[src/rtl/seg7_pkg.sv]
// seg7_pkg: segment pattern constants and shared types for the 7-segment scan decoder.
package seg7_pkg;

    localparam int NUM_DIGITS_DEFAULT = 4;

    typedef logic [6:0] seg_t;
    typedef logic [3:0] digit_t;

    // abcdefg, bit6 = a
    localparam seg_t SEG_0 = 7'b1111110;
    localparam seg_t SEG_1 = 7'b0110000;
    localparam seg_t SEG_2 = 7'b1101101;
    localparam seg_t SEG_3 = 7'b1111001;
    localparam seg_t SEG_4 = 7'b0110011;
    localparam seg_t SEG_5 = 7'b1011011;
    localparam seg_t SEG_6 = 7'b1011111;
    localparam seg_t SEG_7 = 7'b1110000;
    localparam seg_t SEG_8 = 7'b1111111;
    localparam seg_t SEG_9 = 7'b1111011;
    localparam seg_t SEG_A = 7'b1110111;
    localparam seg_t SEG_B = 7'b0011111;
    localparam seg_t SEG_C = 7'b1001110;
    localparam seg_t SEG_D = 7'b0111101;
    localparam seg_t SEG_E = 7'b1001111;
    localparam seg_t SEG_F = 7'b1000111;

endpackage

[src/rtl/seg7_pattern_decode.sv]
// seg7_pattern_decode: segment pattern to digit value; SEG7_SCAN_HEX_EN also accepts A..F.
module seg7_pattern_decode
    import seg7_pkg::*;
(
    input  logic [6:0] seg,
    output logic [3:0] value,
    output logic       ok
);

    always_comb begin
        ok    = 1'b1;
        value = '0;
        case (seg)
            SEG_0: value = 4'h0;
            SEG_1: value = 4'h1;
            SEG_2: value = 4'h2;
            SEG_3: value = 4'h3;
            SEG_4: value = 4'h4;
            SEG_5: value = 4'h5;
            SEG_6: value = 4'h6;
            SEG_7: value = 4'h7;
            SEG_8: value = 4'h8;
            SEG_9: value = 4'h9;
`ifdef SEG7_SCAN_HEX_EN
            SEG_A: value = 4'hA;
            SEG_B: value = 4'hB;
            SEG_C: value = 4'hC;
            SEG_D: value = 4'hD;
            SEG_E: value = 4'hE;
            SEG_F: value = 4'hF;
`endif
            default: ok = 1'b0;
        endcase
    end

endmodule

[src/rtl/seg7_scan_decoder.sv]
// seg7_scan_decoder: rebuilds per-digit values from a multiplexed 7-segment bus.
// Hex decoding is enabled by SEG7_SCAN_HEX_EN (inside seg7_pattern_decode).
module seg7_scan_decoder
    import seg7_pkg::*;
#(
    parameter int NUM_DIGITS    = NUM_DIGITS_DEFAULT,
    parameter int STABLE_CYCLES = 4
) (
    input  logic                    clk,
    input  logic                    rst,
    input  logic [6:0]              seg_in,
    input  logic                    dp_in,
    input  logic [NUM_DIGITS-1:0]   dig_en,
    output logic [4*NUM_DIGITS-1:0] digits_out,
    output logic [NUM_DIGITS-1:0]   dp_out,
    output logic [NUM_DIGITS-1:0]   digit_valid,
    output logic                    frame_done,
    output logic                    err_invalid
);

    localparam int CW = $clog2(STABLE_CYCLES + 1);
    localparam int SW = NUM_DIGITS + 8;

    logic [SW-1:0]         sample, prev;
    logic [CW-1:0]         cnt;
    logic [NUM_DIGITS-1:0] mask, mask_next;
    logic                  one_hot, same, capture, ok;
    digit_t                value;

    assign sample    = {dig_en, seg_in, dp_in};
    assign one_hot   = dig_en != '0 && (dig_en & (dig_en - NUM_DIGITS'(1))) == '0;
    assign same      = sample == prev;
    // capture only on the edge that takes the count up to STABLE_CYCLES
    assign capture   = one_hot && same && cnt == CW'(STABLE_CYCLES - 1);
    assign mask_next = mask | (capture ? dig_en : '0);

    seg7_pattern_decode u_dec (
        .seg   (seg_in),
        .value (value),
        .ok    (ok)
    );

    always_ff @(posedge clk or posedge rst) begin
        if (rst) begin
            prev        <= '0;
            cnt         <= '0;
            mask        <= '0;
            digits_out  <= '0;
            dp_out      <= '0;
            digit_valid <= '0;
            frame_done  <= 1'b0;
            err_invalid <= 1'b0;
        end else begin
            prev       <= sample;
            cnt        <= !one_hot ? '0 : !same ? CW'(1) : cnt == CW'(STABLE_CYCLES) ? cnt : cnt + CW'(1);
            frame_done <= &mask_next;
            mask       <= &mask_next ? '0 : mask_next;
            if (capture && !ok) err_invalid <= 1'b1;
            for (int i = 0; i < NUM_DIGITS; i++) begin
                if (capture && dig_en[i]) begin
                    digit_valid[i] <= ok;
                    if (ok) begin
                        digits_out[4*i +: 4] <= value;
                        dp_out[i]            <= dp_in;
                    end
                end
            end
        end
    end

endmodule

[config.mk]
export PLATFORM = sky130hd
export DESIGN_NAME = seg7_scan_decoder
export DESIGN_NICKNAME = d
export VERILOG_FILES = /design/src/rtl/seg7_pkg.sv /design/src/rtl/seg7_pattern_decode.sv /design/src/rtl/seg7_scan_decoder.sv
export SDC_FILE = /design/constraint.sdc
export NUM_CORES = 1
export LEC_CHECK = 0
export BUFFER_PORTS_ARGS = -buffer_cell sky130_fd_sc_hd__buf_2
export CAP_MARGIN = 20
export CORE_ASPECT_RATIO = 1.1
export CORE_MARGIN = 1
export CORE_UTILIZATION = 55
export DETAILED_ROUTE_END_ITERATION = 8
export PLACE_DENSITY = 0.79
export SYNTH_ARGS = -nofsm -noshare
export SYNTH_HDL_FRONTEND = slang
export SYNTH_SLANG_ARGS = --single-unit
[constraint.sdc]
create_clock -name clk -period 2.55 [get_ports clk]
set_input_delay 0.255 -clock clk [delete_from_list [all_inputs] [get_ports clk]]
set_output_delay 0.255 -clock clk [all_outputs]
set_load 0.05 [all_outputs]
==> qor.csv, run 1 <==
metric,value,unit
wirelength,4270,um
synthToLayoutAreaGrowth,15.0,%
synthArstFlopShare,1.00,
num-fill-cells,283,
yosys_warnings,0,
synthFlopType,dfrtp_1,
cts_root_buf,clkbuf_8,
cts_tree,yes,
dr.pass1.iters,4,
ys_ff_latch,45,
final_area,2520,um^2
initial_core_util,0.590,
drt_iter0_drc,147,
syn_area,2190,um^2
fmaxAchievable,446,MHz
synth_area_leaders,"dfrtp_1, xor2_1, o21ai_0",
drc,0,
routed-via-count,1657,
seq_area,1130,um^2
hold_class,in2async,
synth_cells,200,
min_period,2.24,ns
drive_gt1_frac,0.263,
diodes,0,
cp-end-kind,flop,
dpl.hpwl,3040,um
synth_area_per_cell,11.0,um^2
synth-edff-count,0,
worstSkewPairLatency,0.30,ns
period_share,0.880,
crit_path_start_kind,flop,
die_x,62.2,um
track_usage,0.218,
grt_antenna_before_repair,0,
crit_type,reg2reg,
wire_per_inst,14.6,um
cp.required,2.74,ns
cts_hold_buf,0,
synth_top_area_frac,0.514,
cp_max_fo,5,
grt_overflow,0,
setup_viol,0,
synth.most_common_cell,dfrtp_1,
grt_max_degree,46,
viasPerCell,5.66,
ctsResizeCount,0,
grt_pass1_vias,1533,
cts_buffer_depth,2,
fin_skew,0.0120,ns
htree_levels,2,
synth_common_cells,"dfrtp_1, o21ai_0, nand2_1",
maxSlewViolCount,0,
placed_cell_area,2410,um^2
synth_nets,217,
crit_arrival,2.43,ns
setup_tns,0,ns
ys_types,45,
path_clk_slew,0.09,ns
worst_ir_drop_vdd,0.372,mV
postRouteAntennaNets,0,
io_buffers,39,
cts_sinks,45,
cts_made_buffers,5,
finalWorstSetupSlack,0.307,ns
grt_first_pass_wirelength,7090,um
yosysSeqAreaShare,0.514,
p_per_area,540,nW/um^2
rsz0062_at_grt,false,
core,3710,um^2
die_area,4240,um^2
dp_worst_setup_slack,0.302,ns
finalPower,1.36,mW
place_congestion,0.806,
synth_top_area_cell,dfrtp_1,
io_pins,40,
leakagePower,1.24,nW
worst_slew_pin_slew,0.554,ns
die_height,68.2,um
final_nets,259,
outcome,completed,
slew_headroom,0.630,
rows,23,
multi_input_area,942,um^2
finalHoldViolations,0,
drv_cap,0,
post-cts-setup-buffers,0,
==> layout make-up <==
cell class / instances / area share
flip-flops and latches: 45 / 0.447
clock inverters: 2 / 0.0154
well taps: 50 / 0.0248
clock buffers: 6 / 0.0288
multi-input cells: 133 / 0.374
repair buffers: 43 / 0.0894
inverters: 14 / 0.0209
==> worst paths after layout <==
kind | startpoint | endpoint | slack (ns) | cells after the start
max | cnt[0]$_DFFE_PP0P_ | digits_out[15]$_DFFE_PP0P_ | 0.31 | 7
min | rst | prev[6]$_DFF_PP0_ | 0.09 | 3
max reg2reg | cnt[0]$_DFFE_PP0P_ | digits_out[15]$_DFFE_PP0P_ | 0.31 | 7
min reg2reg | err_invalid$_DFFE_PP0P_ | err_invalid$_DFFE_PP0P_ | 0.48 | 1
max in group asynchronous | rst | prev[4]$_DFF_PP0_ | 2.09 | 3
min in group clk | dp_in | prev[0]$_DFF_PP0_ | 0.14 | 1
==> per-stage QoR <==
step,hold WS (ns),util,instances
2_1_floorplan,0.286,-,200
3_3_place_gp,0.423,0.649,285
3_5_place_dp,0.425,0.649,285
4_1_cts,0.103,0.679,293
5_1_grt,0.138,0.679,293
6_report,0.0867,0.679,293
==> routing by layer <==
metal / part of all wire / track usage
met3: 0.034 / 0.0367
met5: 0 / 0
met4: 0.010 / 0.0640
met2: 0.50 / 0.376
met1: 0.45 / 0.288
==> worst max-delay path: stages (launching register included) <==
cell and delay (ns):
dfrtp_1 0.39, ha_1 0.18, ha_1 0.18, nor2b_1 0.18, nor4bb_1 0.46, nand4_1 0.21, a21oi_4 0.21, mux2_1 0.34
==> cell families after synthesis <==
kind of cell,synth area share
compound gates,0.147
xor+xnor,0.0560
fa+ha+maj,0.0171
mux,0.0463
buf+inv,0.0560
flops,0.514
simple gates,0.164
==> cells in the final DEF, fill, tap and decap left out, types with 2 or more instances in the layout <==
cell	instances
a21o_1	3
a21oi_1	3
a21oi_4	4
and3_1	4
and4_1	4
buf_2	39
buf_4	4
clkbuf_8	5
dfrtp_1	45
ha_1	3
inv_1	12
mux2_1	4
mux2_2	5
nand2_1	16
nand3_1	3
nand3b_1	2
nand4_1	8
nor2_1	10
nor4_1	4
o21a_1	2
o21ai_0	18
o22a_1	3
o22ai_1	4
xor2_1	13
==> report_power, final <==
| group | total [mW] | internal, mW | switching [mW] |
|---|---|---|---|
| registers | 0.730 | 0.724 | 0.00573 |
| logic | 0.0986 | 0.0332 | 0.0654 |
| clock network | 0.534 | 0.294 | 0.239 |
==> flip-flops by register name (all words and copies together), names as in the netlist <==
name / flops
err_invalid: 1
mask: 4
dp_out: 4
digit_valid: 4
frame_done: 1
digits_out: 16
prev: 12
cnt: 3
(Power assumes the default switching activity.)
==> run 2: changes to the inputs <==
--- a/config.mk
+++ b/config.mk
@@ -12,6 +12,8 @@
 export CORE_UTILIZATION = 55
 export DETAILED_ROUTE_END_ITERATION = 8
 export PLACE_DENSITY = 0.79
+export RECOVER_POWER = 25
 export SYNTH_ARGS = -nofsm -noshare
 export SYNTH_HDL_FRONTEND = slang
 export SYNTH_SLANG_ARGS = --single-unit
+export TNS_END_PERCENT = 20
==> qor.csv, run 2 (synthesis gave the netlist of run 1 again) <==
metric,value,unit,change
cp_slowest_cell,nor4bb_1,,
final_nets,259,,unchanged
post-cts-setup-buffers,0,,unchanged
place_congestion,0.806,,unchanged
grt_overflow,0,,unchanged
grt_max_degree,46,,unchanged
min_period,2.24,ns,-0.000309 ns
leakagePower,1.20,nW,-2.7%
top_regs,"digits_out x16, prev x12",,
cp.required,2.73,ns,about the same
io_pins,40,,unchanged
fin_skew,0.0101,ns,-0.00197 ns
layoutNonFillerInstCount,293,,unchanged
drt_iter0_drc,132,,-10%
finalHoldViolations,0,,unchanged
min_delay_worst_endpoint,prev[0]$_DFF_PP0_,,
track_usage,0.218,,unchanged
r2r_cells,7,,unchanged
setup_tns,0,ns,unchanged
largest-register,digits_out,,
cts_buffer_depth,2,,unchanged
seq_area,1130,um^2,unchanged
drv_cap,0,,unchanged
worst-path-buf-inv,0,,unchanged
hold_depth,1,,
reg2reg_from,cnt[0]$_DFFE_PP0P_,,
hold_class,in2reg,,
reg2reg_to,digits_out[15]$_DFFE_PP0P_,,
crit_type,reg2reg,,
multi_input_area,942,um^2,unchanged
wirelength,4250,um,-0.47%
grt_antenna_before_repair,0,,unchanged
worstSkewPairLatency,0.29,ns,about the same
mostFrequentLayoutCell,dfrtp_1,,
viasPerCell,5.62,,-0.60%
critPathMaxStageDelay,0.46,ns,about the same
crit_arrival,2.43,ns,about the same
rows,23,,unchanged
num-fill-cells,293,,+3.5%
maxSlewViolCount,0,,unchanged
p_per_area,541,nW/um^2,+0.12%
cp_max_fo,5,,unchanged
ctsResizeCount,0,,unchanged
die_x,62.2,um,unchanged
period_share,0.880,,about the same
cts_hold_buf,0,,unchanged
worst_ir_drop_vdd,0.371,mV,-0.13%
htree_levels,2,,unchanged
layout_common_cells,"dfrtp_1, buf_2, o21ai_0",,
routed-via-count,1647,,-0.60%
slew_headroom,0.280,,-0.351
dp.cells,285,,unchanged
rsz0062_at_grt,false,,
fmaxAchievable,446,MHz,about the same
crit_chain,ha_1 -> ha_1 -> nor2b_1 -> nor4bb_1 -> nand4_1 -> a21oi_4 -> mux2_1,,
cts_tree,yes,,
finalPower,1.35,mW,-0.57%
initial_core_util,0.590,,unchanged
io_buffers,39,,unchanged
cts_made_buffers,5,,unchanged
outcome,completed,,
min-delay-start,dp_in,,
dr.pass1.iters,4,,unchanged
crit_top_cell,ha_1,,
synthToLayoutAreaGrowth,14.2,%,
cts_root_buf,clkbuf_8,,
cts_sinks,45,,unchanged
wire_per_inst,14.5,um,-0.47%
setup_viol,0,,unchanged
worst_slew_pin_slew,1.08,ns,+0.526 ns
cpLargestDelayFamily,simple AND/OR/NAND/NOR gates,,
grt_first_pass_wirelength,7090,um,unchanged
diodes,0,,unchanged
die_height,68.2,um,unchanged
die_area,4240,um^2,unchanged
drc,0,,unchanged
drive_gt1_frac,0.214,,-0.0494
crit_path_start_kind,flop,,
postRouteAntennaNets,0,,unchanged
reg2reg_setup_slack,0.31,ns,about the same
cp-end-kind,flop,,
dpl.hpwl,3040,um,unchanged
path_clk_slew,0.09,ns,about the same
grt_pass1_vias,1533,,unchanged
largest_reg_flops,16,,unchanged
core,3710,um^2,unchanged
[run 2: cell count changes in the layout (fill, tap and decap cells not counted), sizes merged]
cell	before	now
buf	43	30
clkbuf	6	19
[run 2: report_power, final]
group / total [mW] / leakage, nW / switching, mW / internal [mW]
Clock: 0.529 / 0.0554 / 0.235 / 0.294
Sequential: 0.730 / 0.558 / 0.00574 / 0.724
Combinational: 0.0949 / 0.589 / 0.0651 / 0.0298
[run 2: worst max-delay path by stage]
stage	startpoint	to	slack, ns	cells past startpoint
detailed placement	cnt[0]$_DFFE_PP0P_	digits_out[15]$_DFFE_PP0P_	0.30	7
finish	cnt[0]$_DFFE_PP0P_	digits_out[15]$_DFFE_PP0P_	0.31	7
global route	cnt[0]$_DFFE_PP0P_	dp_out[3]$_DFFE_PP0P_	0.08	7
global placement	seg_in[5]	digits_out[3]$_DFFE_PP0P_	0.35	6
floorplan	seg_in[5]	dp_out[1]$_DFFE_PP0P_	0.53	6
CTS	cnt[0]$_DFFE_PP0P_	digits_out[15]$_DFFE_PP0P_	0.30	7
[run 2: metal layers]
metal	vias to the layer above	routed length (um)	part of all wire	GRT usage
met4	0	29	0.0068	0.0640
met3	4	151	0.036	0.0367
met1	813	1920	0.45	0.288
met5	-	0	0	0
li1	791	-	-	-
met2	39	2150	0.51	0.376
[run 2: cell type report]
type	count	share of cell area
Timing Repair Buffer	43	0.0830
Inverter	14	0.0210
Tap cell	50	0.0250
Clock inverter	2	0.0155
Clock buffer	6	0.0290
Multi-Input combinational cell	133	0.377
Sequential cell	45	0.450
[run 2: metrics by stage]
step | util | hold slack, ns | worst slack [ns] | cell area (um^2)
3_3_place_gp | 0.649 | 0.423 | 0.346 | 2410
6_report | 0.674 | 0.194 | 0.307 | 2500
5_1_grt | 0.674 | 0.196 | 0.0836 | 2500
4_1_cts | 0.679 | 0.103 | 0.298 | 2520
3_5_place_dp | 0.649 | 0.425 | 0.302 | 2410
2_1_floorplan | - | 0.286 | 0.535 | 2190
